$ cat config.mk
export PLATFORM = sky130hd
export DESIGN_NAME = req_pri_arbiter
export DESIGN_NICKNAME = d
export VERILOG_FILES = /design/src/rtl/req_pri_arbiter.sv
export SDC_FILE = /design/constraint.sdc
export NUM_CORES = 1
export LEC_CHECK = 0
export ABC_AREA = 1
export CAP_MARGIN = 20
export CELL_PAD_IN_SITES_DETAIL_PLACEMENT = 0
export CELL_PAD_IN_SITES_GLOBAL_PLACEMENT = 1
export CORE_MARGIN = 4
export CORE_UTILIZATION = 35
export DETAILED_ROUTE_END_ITERATION = 10
export DONT_BUFFER_PORTS = 1
export PLACE_DENSITY_LB_ADDON = 0.1
export REMOVE_ABC_BUFFERS = 1
export SYNTH_ARGS = -nofsm -noshare
export SYNTH_HDL_FRONTEND = slang
export SYNTH_SLANG_ARGS = --single-unit
export TNS_END_PERCENT = 5
$ cat constraint.sdc
create_clock -name clk -period 4.05 [get_ports clk]
set_clock_uncertainty 0.2 [all_clocks]
set_input_delay 0.81 -clock clk [delete_from_list [all_inputs] [get_ports clk]]
set_output_delay 0.81 -clock clk [all_outputs]
set_load 0.005 [all_outputs]
$ cat src/rtl/req_pri_arbiter.sv
// Registered N-way arbiter: highest-index-wins priority, grant hold, one-cycle
// turnaround gap and MAX_HOLD timeout. Define REQ_PRI_ARBITER_RR_EN for round-robin search.
module req_pri_arbiter #(
    parameter int N        = 8,
    parameter int ID_W     = $clog2(N),
    parameter int MAX_HOLD = 16
) (
    input  logic            clk,
    input  logic            rst,
    input  logic [N-1:0]    req,
    output logic [N-1:0]    gnt,
    output logic [ID_W-1:0] gnt_id,
    output logic            gnt_valid,
    output logic            timeout
);

    localparam int HC_W = (MAX_HOLD > 0) ? $clog2(MAX_HOLD + 1) : 1;
    localparam logic [HC_W-1:0] HC_MAX = HC_W'((MAX_HOLD > 0) ? MAX_HOLD : 1);
    localparam logic [N-1:0] ONE_HOT0 = {{(N-1){1'b0}}, 1'b1};

    typedef enum logic [1:0] {
        IDLE  = 2'd0,
        GRANT = 2'd1,
        GAP   = 2'd2
    } state_t;

    state_t          r_state;
    logic [N-1:0]    r_gnt;
    logic [ID_W-1:0] r_gnt_id;
    logic            r_timeout;
    logic [HC_W-1:0] r_hold_cnt;
    logic [ID_W-1:0] r_last_id;

    state_t          w_next_state;
    logic [N-1:0]    w_next_gnt;
    logic [ID_W-1:0] w_next_gnt_id;
    logic            w_next_timeout;
    logic [HC_W-1:0] w_next_hold_cnt;
    logic [ID_W-1:0] w_next_last_id;
    logic [ID_W-1:0] w_win_id;

`ifdef REQ_PRI_ARBITER_RR_EN
    // Search last_id-1, last_id-2, ... (mod N); the last assignment in the loop wins,
    // so iterate from the lowest-priority candidate (last_id itself) upward.
    always_comb begin
        w_win_id = '0;
        for (int k = N - 1; k >= 0; k--) begin
            if (req[(int'(r_last_id) + 2 * N - 1 - k) % N]) begin
                w_win_id = ID_W'((int'(r_last_id) + 2 * N - 1 - k) % N);
            end
        end
    end
`else
    logic w_unused_last_id;
    assign w_unused_last_id = ^r_last_id;

    always_comb begin
        w_win_id = '0;
        for (int i = 0; i < N; i++) begin
            if (req[i]) begin
                w_win_id = ID_W'(i);
            end
        end
    end
`endif

    always_comb begin
        w_next_state    = r_state;
        w_next_gnt      = r_gnt;
        w_next_gnt_id   = r_gnt_id;
        w_next_timeout  = 1'b0;
        w_next_hold_cnt = r_hold_cnt;
        w_next_last_id  = r_last_id;

        case (r_state)
            IDLE, GAP: begin
                if (|req) begin
                    w_next_state    = GRANT;
                    w_next_gnt      = ONE_HOT0 << w_win_id;
                    w_next_gnt_id   = w_win_id;
                    w_next_hold_cnt = HC_W'(1);
                    w_next_last_id  = w_win_id;
                end else begin
                    w_next_state    = IDLE;
                    w_next_gnt      = '0;
                end
            end
            GRANT: begin
                if (!req[r_gnt_id]) begin
                    w_next_state    = GAP;
                    w_next_gnt      = '0;
                    w_next_hold_cnt = '0;
                end else if ((MAX_HOLD != 0) && (r_hold_cnt == HC_MAX)) begin
                    w_next_state    = GAP;
                    w_next_gnt      = '0;
                    w_next_hold_cnt = '0;
                    w_next_timeout  = 1'b1;
                end else if (r_hold_cnt < HC_MAX) begin
                    w_next_hold_cnt = r_hold_cnt + HC_W'(1);
                end
            end
            default: begin
                w_next_state = IDLE;
                w_next_gnt   = '0;
            end
        endcase
    end

    always_ff @(posedge clk) begin
        if (rst) begin
            r_state    <= IDLE;
            r_gnt      <= '0;
            r_gnt_id   <= '0;
            r_timeout  <= 1'b0;
            r_hold_cnt <= '0;
            r_last_id  <= '0;
        end else begin
            r_state    <= w_next_state;
            r_gnt      <= w_next_gnt;
            r_gnt_id   <= w_next_gnt_id;
            r_timeout  <= w_next_timeout;
            r_hold_cnt <= w_next_hold_cnt;
            r_last_id  <= w_next_last_id;
        end
    end

    assign gnt       = r_gnt;
    assign gnt_id    = r_gnt_id;
    assign gnt_valid = |r_gnt;
    assign timeout   = r_timeout;

endmodule

Word-level counts from Yosys, hierarchy flattened. Cells that the tools add are included.

Bits in registers: 19. Input port bits: 10. Output and inout port bits: 13. Word-level logic and storage cells: 48.

Add/subtract/negate cells: 1. Order comparisons: 2. Equal/unequal tests: 6. Shifts and indexed selects: 1. Muxes and demuxes: 23. Bitwise operators: 2. Reductions and logical operators: 8.

Operator list (count): $mux W8 (3); $mux W5 (4); $pmux W8 S2 (1); $reduce_or A8 Y1 (2); $mux W3 (5); $pmux W5 S2 (1); $shl A1 B3 Y8 const A (1); $mux W2 (3); $add A5 B1 Y5 const B (1); $eq A5 B5 Y1 const B (1); $lt A5 B5 Y1 const B (1); $lt A3 B4 Y1 const B (1); $mux W1 (4); $ne A4 B4 Y1 const B (1); $pmux W2 S2 (1); $bmux W1 S3 (1); $ne A3 B3 Y1 const B (1); $reduce_and A3 Y1 (1); $reduce_or A3 Y1 (1); $eq A2 B1 Y1 const B (1); $eq A2 B2 Y1 const B (1); $logic_not A2 Y1 (1); $ne A2 B2 Y1 const B (1); $not A1 Y1 (2); other kinds (3) (3).

Logic depth before layout (Yosys ltp). Gate-level depths: netlist of the first run.

Word-level depth: 10. Depth in mapped cells: 10. Mapped depth without buffers: 10.

Worst setup path after synthesis of the first run. OpenSTA, ideal clock, no wires.

Path type: input to register. Start: input req[5]. End: register r_hold_cnt[4]. Setup time: 0.067 ns. Arrival: 1.679 ns. Required time: 3.783 ns. Slack: 2.103 ns. Stages on the path: 7. Buffers on the path: 0. Cell sequence: inv_1 nand4_1 o21ai_1 nand2_1 nand2_2 nand2_1 a21oi_2.

Cells in the longest elaborated chain, start to end: 4. Elaborated cells on any way between the ends: 8. Those cells by class: eq/ne (2); mux (4); reduce/logical (2).

Ends and longest elaborated chain: start: declaration (RTL line 10) `input logic [N-1:0] req,`; $bmux W1 S3 (RTL line 89) `if (!req[r_gnt_id]) begin`; $mux W1 (implied by the code) (RTL line 89); $ne A4 B4 Y1 (no source line) / $mux W5 (equally long branches); $reduce_and A3 Y1 (no source line) / $pmux W5 S2 (equally long branches); end signal: assignment (RTL line 122) `r_hold_cnt <= w_next_hold_cnt;`; end: declaration (RTL line 31) `logic [HC_W-1:0] r_hold_cnt;`.

Several ways; a longest one is shown, not always the timed one. The select of a mux whose other input is x is not followed. A chain may end at the register's enable or synchronous reset.

Worst setup path after layout of the first run.
Start: register r_gnt[4] (netlist: gnt[4]). End: output gnt_valid.

Cells in the longest elaborated chain, start to end: 1.

Ends and longest elaborated chain: start: declaration (RTL line 28) `logic [N-1:0] r_gnt;`; start signal: assignment (RTL line 119) `r_gnt <= w_next_gnt;`; $reduce_or A8 Y1 (RTL line 129) `assign gnt_valid = |r_gnt;`; end: declaration (RTL line 13) `output logic gnt_valid,`.

No other way between the ends.

==> impl_metrics.xml, run 1 <==
<?xml version="1.0" encoding="UTF-8"?>
<metrics>
  <group name="grt">
    <metric name="grt_start_max_net_pins" unit="">15</metric>
    <metric name="global_route.usage.total" unit="%">13.90</metric>
    <metric name="met3_usage" unit="%">4.618</metric>
    <metric name="grt_antenna_before_repair" unit="">0</metric>
    <metric name="grt_use_met1" unit="%">19.61</metric>
    <metric name="grt_pass1_wl" unit="um">4491</metric>
    <metric name="grt_busiest_layer" unit="">met1</metric>
    <metric name="grt_overflow_total" unit="">0</metric>
    <metric name="grt.met2_usage" unit="%">19.43</metric>
    <metric name="first_global_vias" unit="">929</metric>
  </group>
  <group name="finish">
    <metric name="final_nets" unit="">169</metric>
    <metric name="num_antenna_cells" unit="">0</metric>
    <metric name="post_layout_nonfiller_instances" unit="">187</metric>
    <metric name="post_route_cells_drive_above_1_share" unit="%">8.974</metric>
    <metric name="layout.core_utilization" unit="%">38.86</metric>
    <metric name="stdcell_area" unit="mm2">0.001109</metric>
    <metric name="syn2layout_area_growth" unit="%">2.665</metric>
    <metric name="most-common-layout-cells" unit="">sky130_fd_sc_hd__nand2_1, sky130_fd_sc_hd__inv_1, sky130_fd_sc_hd__nand3_1</metric>
    <metric name="layout_commonest_cell" unit="">sky130_fd_sc_hd__nand2_1</metric>
  </group>
  <group name="timing">
    <metric name="setup_viol_count_final" unit="">0</metric>
    <metric name="clock.fmax" unit="MHz">474.3</metric>
    <metric name="final.setup.tns" unit="ns">0</metric>
    <metric name="final_min_period_over_clock_period" unit="%">52.06</metric>
    <metric name="rsz0062_at_grt" unit="">no</metric>
    <metric name="hold_violations" unit="">0</metric>
    <metric name="max_slew_margin" unit="%">69.42</metric>
    <metric name="hold_ws" unit="ns">0.3119</metric>
    <metric name="timing.final.ws_setup" unit="ns">1.942</metric>
    <metric name="min_period" unit="ns">2.108</metric>
    <metric name="max_slew_violations" unit="">0</metric>
    <metric name="worst-slew-pin-transition" unit="ns">0.4538</metric>
  </group>
  <group name="drt">
    <metric name="antenna_left" unit="">0</metric>
    <metric name="dr.first_iter.drc_count" unit="">83</metric>
    <metric name="dr_total_vias" unit="">1028</metric>
    <metric name="detailed_route_wire_length" unit="um">2593</metric>
    <metric name="drt_pre_antenna_iters" unit="">4</metric>
    <metric name="vias_per_cell" unit="">5.497</metric>
    <metric name="detail_route.wl_per_cell" unit="um">13.87</metric>
    <metric name="drc" unit="">0</metric>
  </group>
  <group name="placement">
    <metric name="place_area" unit="mm2">0.001082</metric>
    <metric name="place_worst_setup_slack" unit="ns">1.797</metric>
    <metric name="io_buffer_count" unit="">0</metric>
    <metric name="hpwl" unit="um">1982</metric>
    <metric name="placed_cells_incl_taps" unit="">183</metric>
    <metric name="final_weighted_congestion_in_routability_driven_placement" unit="">0.8426</metric>
  </group>
  <group name="clock_tree">
    <metric name="cts_post_setup_buffers_inserted" unit="">0</metric>
    <metric name="max-clock-path-buffers" unit="">2</metric>
    <metric name="clk_latency" unit="ns">0.30</metric>
    <metric name="clk_pin_slew" unit="ns">0.11</metric>
    <metric name="number_of_buffers_added_by_the_clock_tree_synthesis_step" unit="">3</metric>
    <metric name="hold_buf_count_cts" unit="">0</metric>
    <metric name="clock_tree_from_tritoncts" unit="">done</metric>
    <metric name="cts-root-buf" unit="">sky130_fd_sc_hd__clkbuf_4</metric>
    <metric name="ctsResizeCount" unit="">0</metric>
    <metric name="numClockSinks" unit="">19</metric>
    <metric name="htreeDepth" unit="">1</metric>
  </group>
  <group name="min_path">
    <metric name="hp-class" unit="">reg2reg</metric>
    <metric name="timing.hold.worst_path_depth" unit="">2</metric>
  </group>
  <group name="floorplan">
    <metric name="core_area" unit="mm2">0.002853</metric>
    <metric name="floorplan.initialDensity" unit="%">37.85</metric>
    <metric name="die_w" unit="um">63.55</metric>
    <metric name="floorplan.die_area" unit="mm2">0.004038</metric>
    <metric name="die_h" unit="um">63.55</metric>
    <metric name="io-pin-count" unit="">23</metric>
    <metric name="std_cell_rows" unit="">19</metric>
  </group>
  <group name="yosys">
    <metric name="synth_largest_type_area_fraction" unit="%">35.23</metric>
    <metric name="synth.area.top_cells" unit="">sky130_fd_sc_hd__dfxtp_1, sky130_fd_sc_hd__nand3_1, sky130_fd_sc_hd__nand2_1</metric>
    <metric name="flip_flop_and_latch_count_after_synthesis" unit="">19</metric>
    <metric name="synth_cell_types" unit="">26</metric>
    <metric name="synth_cells" unit="">157</metric>
    <metric name="ys.warnings.count" unit="">0</metric>
    <metric name="postSynthAreaPerCell" unit="um2">6.878</metric>
    <metric name="mappedNetlistArea" unit="mm2">0.001080</metric>
    <metric name="area_leader_netlist" unit="">sky130_fd_sc_hd__dfxtp_1</metric>
    <metric name="synth_sequential_area_ratio" unit="%">35.23</metric>
  </group>
  <group name="worst_setup_path">
    <metric name="cp-start-kind" unit="">flip-flop</metric>
    <metric name="critical_path_peak_fanout" unit="">3</metric>
    <metric name="criticalPathCategory" unit="">reg2out</metric>
    <metric name="worst-endpoint-required" unit="ns">3.04</metric>
    <metric name="crit_arrival" unit="ns">1.10</metric>
    <metric name="r2r.worst_path.cells" unit="">9</metric>
    <metric name="end_kind" unit="">output port</metric>
  </group>
  <group name="power">
    <metric name="vdd_ir_drop_max" unit="mV">0.1179</metric>
    <metric name="power" unit="uW">382.4</metric>
    <metric name="pwr_per_cell_area" unit="mW/mm2">344.9</metric>
    <metric name="cellLeakagePower" unit="nW">0.4773</metric>
  </group>
  <group name="flow_run">
    <metric name="timing.max_cap.violations" unit="">0</metric>
  </group>
  <group name="outcome">
    <metric name="run_status" unit="">complete, no violations</metric>
  </group>
</metrics>
## synthesized netlist by cell type (all sizes together)
| master | instances |
|---|---|
| o21a | 1 |
| dfxtp | 19 |
| buf | 4 |
| xnor2 | 1 |
| nor2 | 11 |
| nand3 | 25 |
| inv | 25 |
| nor4 | 3 |
| o21ai | 5 |
| a21oi | 18 |
| nand2 | 29 |
| or2 | 1 |
| ha | 2 |
| nand4 | 10 |
| nor3 | 2 |
| clkbuf | 1 |
## worst max-delay path, cell delays in order (launching register included)
cell	delay [ns]
sky130_fd_sc_hd__dfxtp_1	0.36
sky130_fd_sc_hd__nor4_1	0.33
sky130_fd_sc_hd__nand2_1	0.12
## power by group
| group | switching, mW | internal (mW) |
|---|---|---|
| Combinational | 0.0518 | 0.0215 |
| Sequential | 0.0121 | 0.196 |
| Clock | 0.0621 | 0.0384 |
| Total | 0.126 | 0.256 |
## worst paths after layout
kind	start	end	slack (ns)
max	gnt[4]	gnt_valid	1.94
max reg2reg	r_hold_cnt[0]	r_hold_cnt[0]	2.13
min	gnt[1]	gnt[1]	0.31
min reg2reg	gnt[1]	gnt[1]	0.31
## logic make-up (layout without fill, tap and decap cells)
group	after synthesis	in the layout	share of synthesized area [%]
XOR/XNOR	1	1	0.8113
flip-flops	19	19	35.23
AO/OA/AOI/OAI	24	24	11.70
adder cells (fa/ha/maj)	2	2	2.317
AND/OR/NAND/NOR	81	81	37.89
buffers and inverters	30	29	12.05
## flip-flops by register name (all words and copies together), names as in the netlist
register and count:
gnt_id 3, r_state 2, r_hold_cnt 5, timeout 1, gnt 8
## per-layer routing
metal  wire [um]  up-vias
li1            -      519
met1        1251      474
met2        1121       31
met3         194        4
met4          25        0
met5           0        -
## cell type report
class,count,area [um2]
clock buffers,4,26.28
inverters,25,93.84
multi-input cells,108,569.3
well taps,31,38.79
fillers,336,1744
flip-flops and latches,19,380.4
No activity file was read; power rests on OpenSTA's default activity.
==> inputs of run 2 (changes only) <==
==> constraint.sdc (replaced) <==
create_clock -name clk -period 2.05 [get_ports clk]
set_clock_uncertainty 0.2 [all_clocks]
set_input_delay 0.41 -clock clk [delete_from_list [all_inputs] [get_ports clk]]
set_output_delay 0.41 -clock clk [all_outputs]
set_load 0.005 [all_outputs]
==> run 2 against run 1 <==
Net effect: clock power up 100%; power up 100%; global-route usage up 0.69 points; critical path type is now reg2reg.
==> impl_metrics.xml, run 2 (synthesis results as in run 1) <==
<?xml version="1.0" encoding="UTF-8"?>
<metrics>
  <group name="finish">
    <metric name="nFillCells" unit="">307</metric>
    <metric name="post_layout_nonfiller_instances" unit="">189</metric>
    <metric name="final_nets" unit="">171</metric>
    <metric name="seq_area" unit="um2">380.4</metric>
    <metric name="stdcell_area" unit="mm2">0.001132</metric>
    <metric name="most-common-layout-cells" unit="">sky130_fd_sc_hd__nand2_1, sky130_fd_sc_hd__inv_1, sky130_fd_sc_hd__nand3_1</metric>
    <metric name="num_antenna_cells" unit="">0</metric>
    <metric name="layout_commonest_cell" unit="">sky130_fd_sc_hd__nand2_1</metric>
    <metric name="area_taken_by_multi_input_logic_gates" unit="um2">574.3</metric>
    <metric name="post_route_cells_drive_above_1_share" unit="%">10.13</metric>
    <metric name="syn2layout_area_growth" unit="%">4.867</metric>
    <metric name="number_of_flip_flops_in_the_largest_register" unit="">8</metric>
  </group>
  <group name="timing">
    <metric name="final.setup.tns" unit="ns">0</metric>
    <metric name="max_slew_violations" unit="">0</metric>
    <metric name="rsz0062_at_grt" unit="">no</metric>
    <metric name="worst-slew-pin-transition" unit="ns">0.5357</metric>
    <metric name="hold_violations" unit="">0</metric>
    <metric name="final_min_period_over_clock_period" unit="%">89.31</metric>
    <metric name="min_period" unit="ns">1.831</metric>
    <metric name="setup_viol_count_final" unit="">0</metric>
    <metric name="clock.fmax" unit="MHz">546.2</metric>
    <metric name="max_slew_margin" unit="%">64.17</metric>
    <metric name="timing.final.ws_setup" unit="ns">0.2192</metric>
  </group>
  <group name="worst_setup_path">
    <metric name="cp-start-kind" unit="">flip-flop</metric>
    <metric name="criticalPathCategory" unit="">reg2reg</metric>
    <metric name="worst-endpoint-required" unit="ns">2.03</metric>
    <metric name="worstReg2RegStart" unit="">r_hold_cnt[0]</metric>
    <metric name="crit_arrival" unit="ns">1.81</metric>
    <metric name="r2r.worst_path.cells" unit="">9</metric>
    <metric name="end_kind" unit="">flip-flop</metric>
    <metric name="critical_path_peak_fanout" unit="">6</metric>
    <metric name="regToRegSetupSlack" unit="ns">0.22</metric>
    <metric name="worst_r2r_dst" unit="">r_hold_cnt[3]</metric>
  </group>
  <group name="placement">
    <metric name="hpwl" unit="um">2060</metric>
    <metric name="place_worst_setup_slack" unit="ns">0.2086</metric>
    <metric name="place_area" unit="mm2">0.001090</metric>
    <metric name="final_weighted_congestion_in_routability_driven_placement" unit="">0.8296</metric>
    <metric name="placed_cells_incl_taps" unit="">184</metric>
    <metric name="io_buffer_count" unit="">0</metric>
  </group>
  <group name="clock_tree">
    <metric name="clk_latency" unit="ns">0.31</metric>
    <metric name="clock_tree_from_tritoncts" unit="">done</metric>
    <metric name="cts-root-buf" unit="">sky130_fd_sc_hd__clkbuf_4</metric>
    <metric name="max-clock-path-buffers" unit="">2</metric>
    <metric name="clk_pin_slew" unit="ns">0.12</metric>
    <metric name="numClockSinks" unit="">19</metric>
    <metric name="cts_post_setup_buffers_inserted" unit="">0</metric>
    <metric name="htreeDepth" unit="">1</metric>
    <metric name="number_of_buffers_added_by_the_clock_tree_synthesis_step" unit="">3</metric>
  </group>
  <group name="floorplan">
    <metric name="die_h" unit="um">63.55</metric>
    <metric name="floorplan.initialDensity" unit="%">37.85</metric>
    <metric name="die_w" unit="um">63.55</metric>
    <metric name="io-pin-count" unit="">23</metric>
    <metric name="floorplan.die_area" unit="mm2">0.004038</metric>
    <metric name="core_area" unit="mm2">0.002853</metric>
    <metric name="std_cell_rows" unit="">19</metric>
  </group>
  <group name="min_path">
    <metric name="timing.hold.worst.start" unit="">req[7]</metric>
    <metric name="min_delay_worst_endpoint" unit="">gnt[7]</metric>
    <metric name="timing.hold.worst_path_depth" unit="">2</metric>
    <metric name="hp-class" unit="">in2reg</metric>
  </group>
  <group name="drt">
    <metric name="dr.first_iter.drc_count" unit="">41</metric>
    <metric name="detailed_route_wire_length" unit="um">2794</metric>
    <metric name="detail_route.wl_per_cell" unit="um">14.78</metric>
    <metric name="dr_total_vias" unit="">1028</metric>
    <metric name="drt_pre_antenna_iters" unit="">4</metric>
    <metric name="antenna_left" unit="">0</metric>
    <metric name="vias_per_cell" unit="">5.439</metric>
    <metric name="drc" unit="">0</metric>
  </group>
  <group name="grt">
    <metric name="grt_pass1_wl" unit="um">4705</metric>
    <metric name="grt_start_max_net_pins" unit="">14</metric>
    <metric name="first_global_vias" unit="">1002</metric>
    <metric name="grt_overflow_total" unit="">0</metric>
    <metric name="grt_antenna_before_repair" unit="">0</metric>
    <metric name="global_route.usage.total" unit="%">14.58</metric>
  </group>
  <group name="flow_run">
    <metric name="timing.max_cap.violations" unit="">0</metric>
  </group>
  <group name="outcome">
    <metric name="run_status" unit="">complete, no violations</metric>
  </group>
  <group name="power">
    <metric name="vdd_ir_drop_max" unit="mV">0.2693</metric>
    <metric name="power" unit="uW">768.7</metric>
    <metric name="pwr_per_cell_area" unit="mW/mm2">678.9</metric>
    <metric name="cellLeakagePower" unit="nW">0.4906</metric>
  </group>
</metrics>
run 2: per-layer routing:
metal	part of all wire (%)	routed length, um	GRT usage, %	vias to the layer above
met1	49	1358	18.59	468
met4	1.0	29	4.852	0
met2	44	1240	23.21	30
met5	0	0	0	-
met3	5.9	165	4.440	4
li1	-	-	-	526
run 2: worst max path at each step:
stage             startpoint            end  slack (ns)  cells after the start
2_1_floorplan      gnt_id[0]  r_hold_cnt[0]        0.45                     10
3_3_place_gp       gnt_id[0]  r_hold_cnt[0]        0.27                     10
3_5_place_dp       gnt_id[0]  r_hold_cnt[0]        0.21                     10
4_1_cts            gnt_id[0]  r_hold_cnt[0]        0.18                     10
5_1_grt        r_hold_cnt[0]  r_hold_cnt[4]        0.02                      9
6_report       r_hold_cnt[0]  r_hold_cnt[3]        0.22                      9
run 2: final cells by class:
class | count | share of cell area [%]
clock buffers | 3 | 1.989
clock inverters | 1 | 0.4420
inverters | 25 | 8.287
multi-input cells | 108 | 50.72
flip-flops and latches | 19 | 33.59
well taps | 31 | 3.425
repair buffers | 2 | 1.547
run 2: critical path, cell delays in order, from the launching register on:
cell	delay, ns
sky130_fd_sc_hd__dfxtp_1	0.37
sky130_fd_sc_hd__inv_1	0.09
sky130_fd_sc_hd__ha_1	0.15
sky130_fd_sc_hd__nand2_1	0.06
sky130_fd_sc_hd__nor3_2	0.31
sky130_fd_sc_hd__inv_1	0.13
sky130_fd_sc_hd__nand4_2	0.19
sky130_fd_sc_hd__nand2_2	0.09
sky130_fd_sc_hd__nand2_1	0.07
sky130_fd_sc_hd__a21oi_1	0.05
run 2: where the power goes:
group / switching [mW] / total, mW / internal, mW
sequential: 0.0226 / 0.411 / 0.388
combinational: 0.108 / 0.155 / 0.0473
clock: 0.130 / 0.203 / 0.0730
run 2: through the flow:
stage               utilization [%]  hold slack, ns
floorplan                         -          0.2724
global placement              38.20          0.2759
detailed placement            38.20          0.2798
CTS                           39.52         0.04398
global route                  39.69         0.05838
finish                        39.69         0.04413
run 2: repair_timing:
item                                   4_1_cts  5_1_grt
gates resized for setup                      0        1
setup endpoints to repair                    0        5
hold buffers                                 1        0
endpoints found under the hold margin       13        0
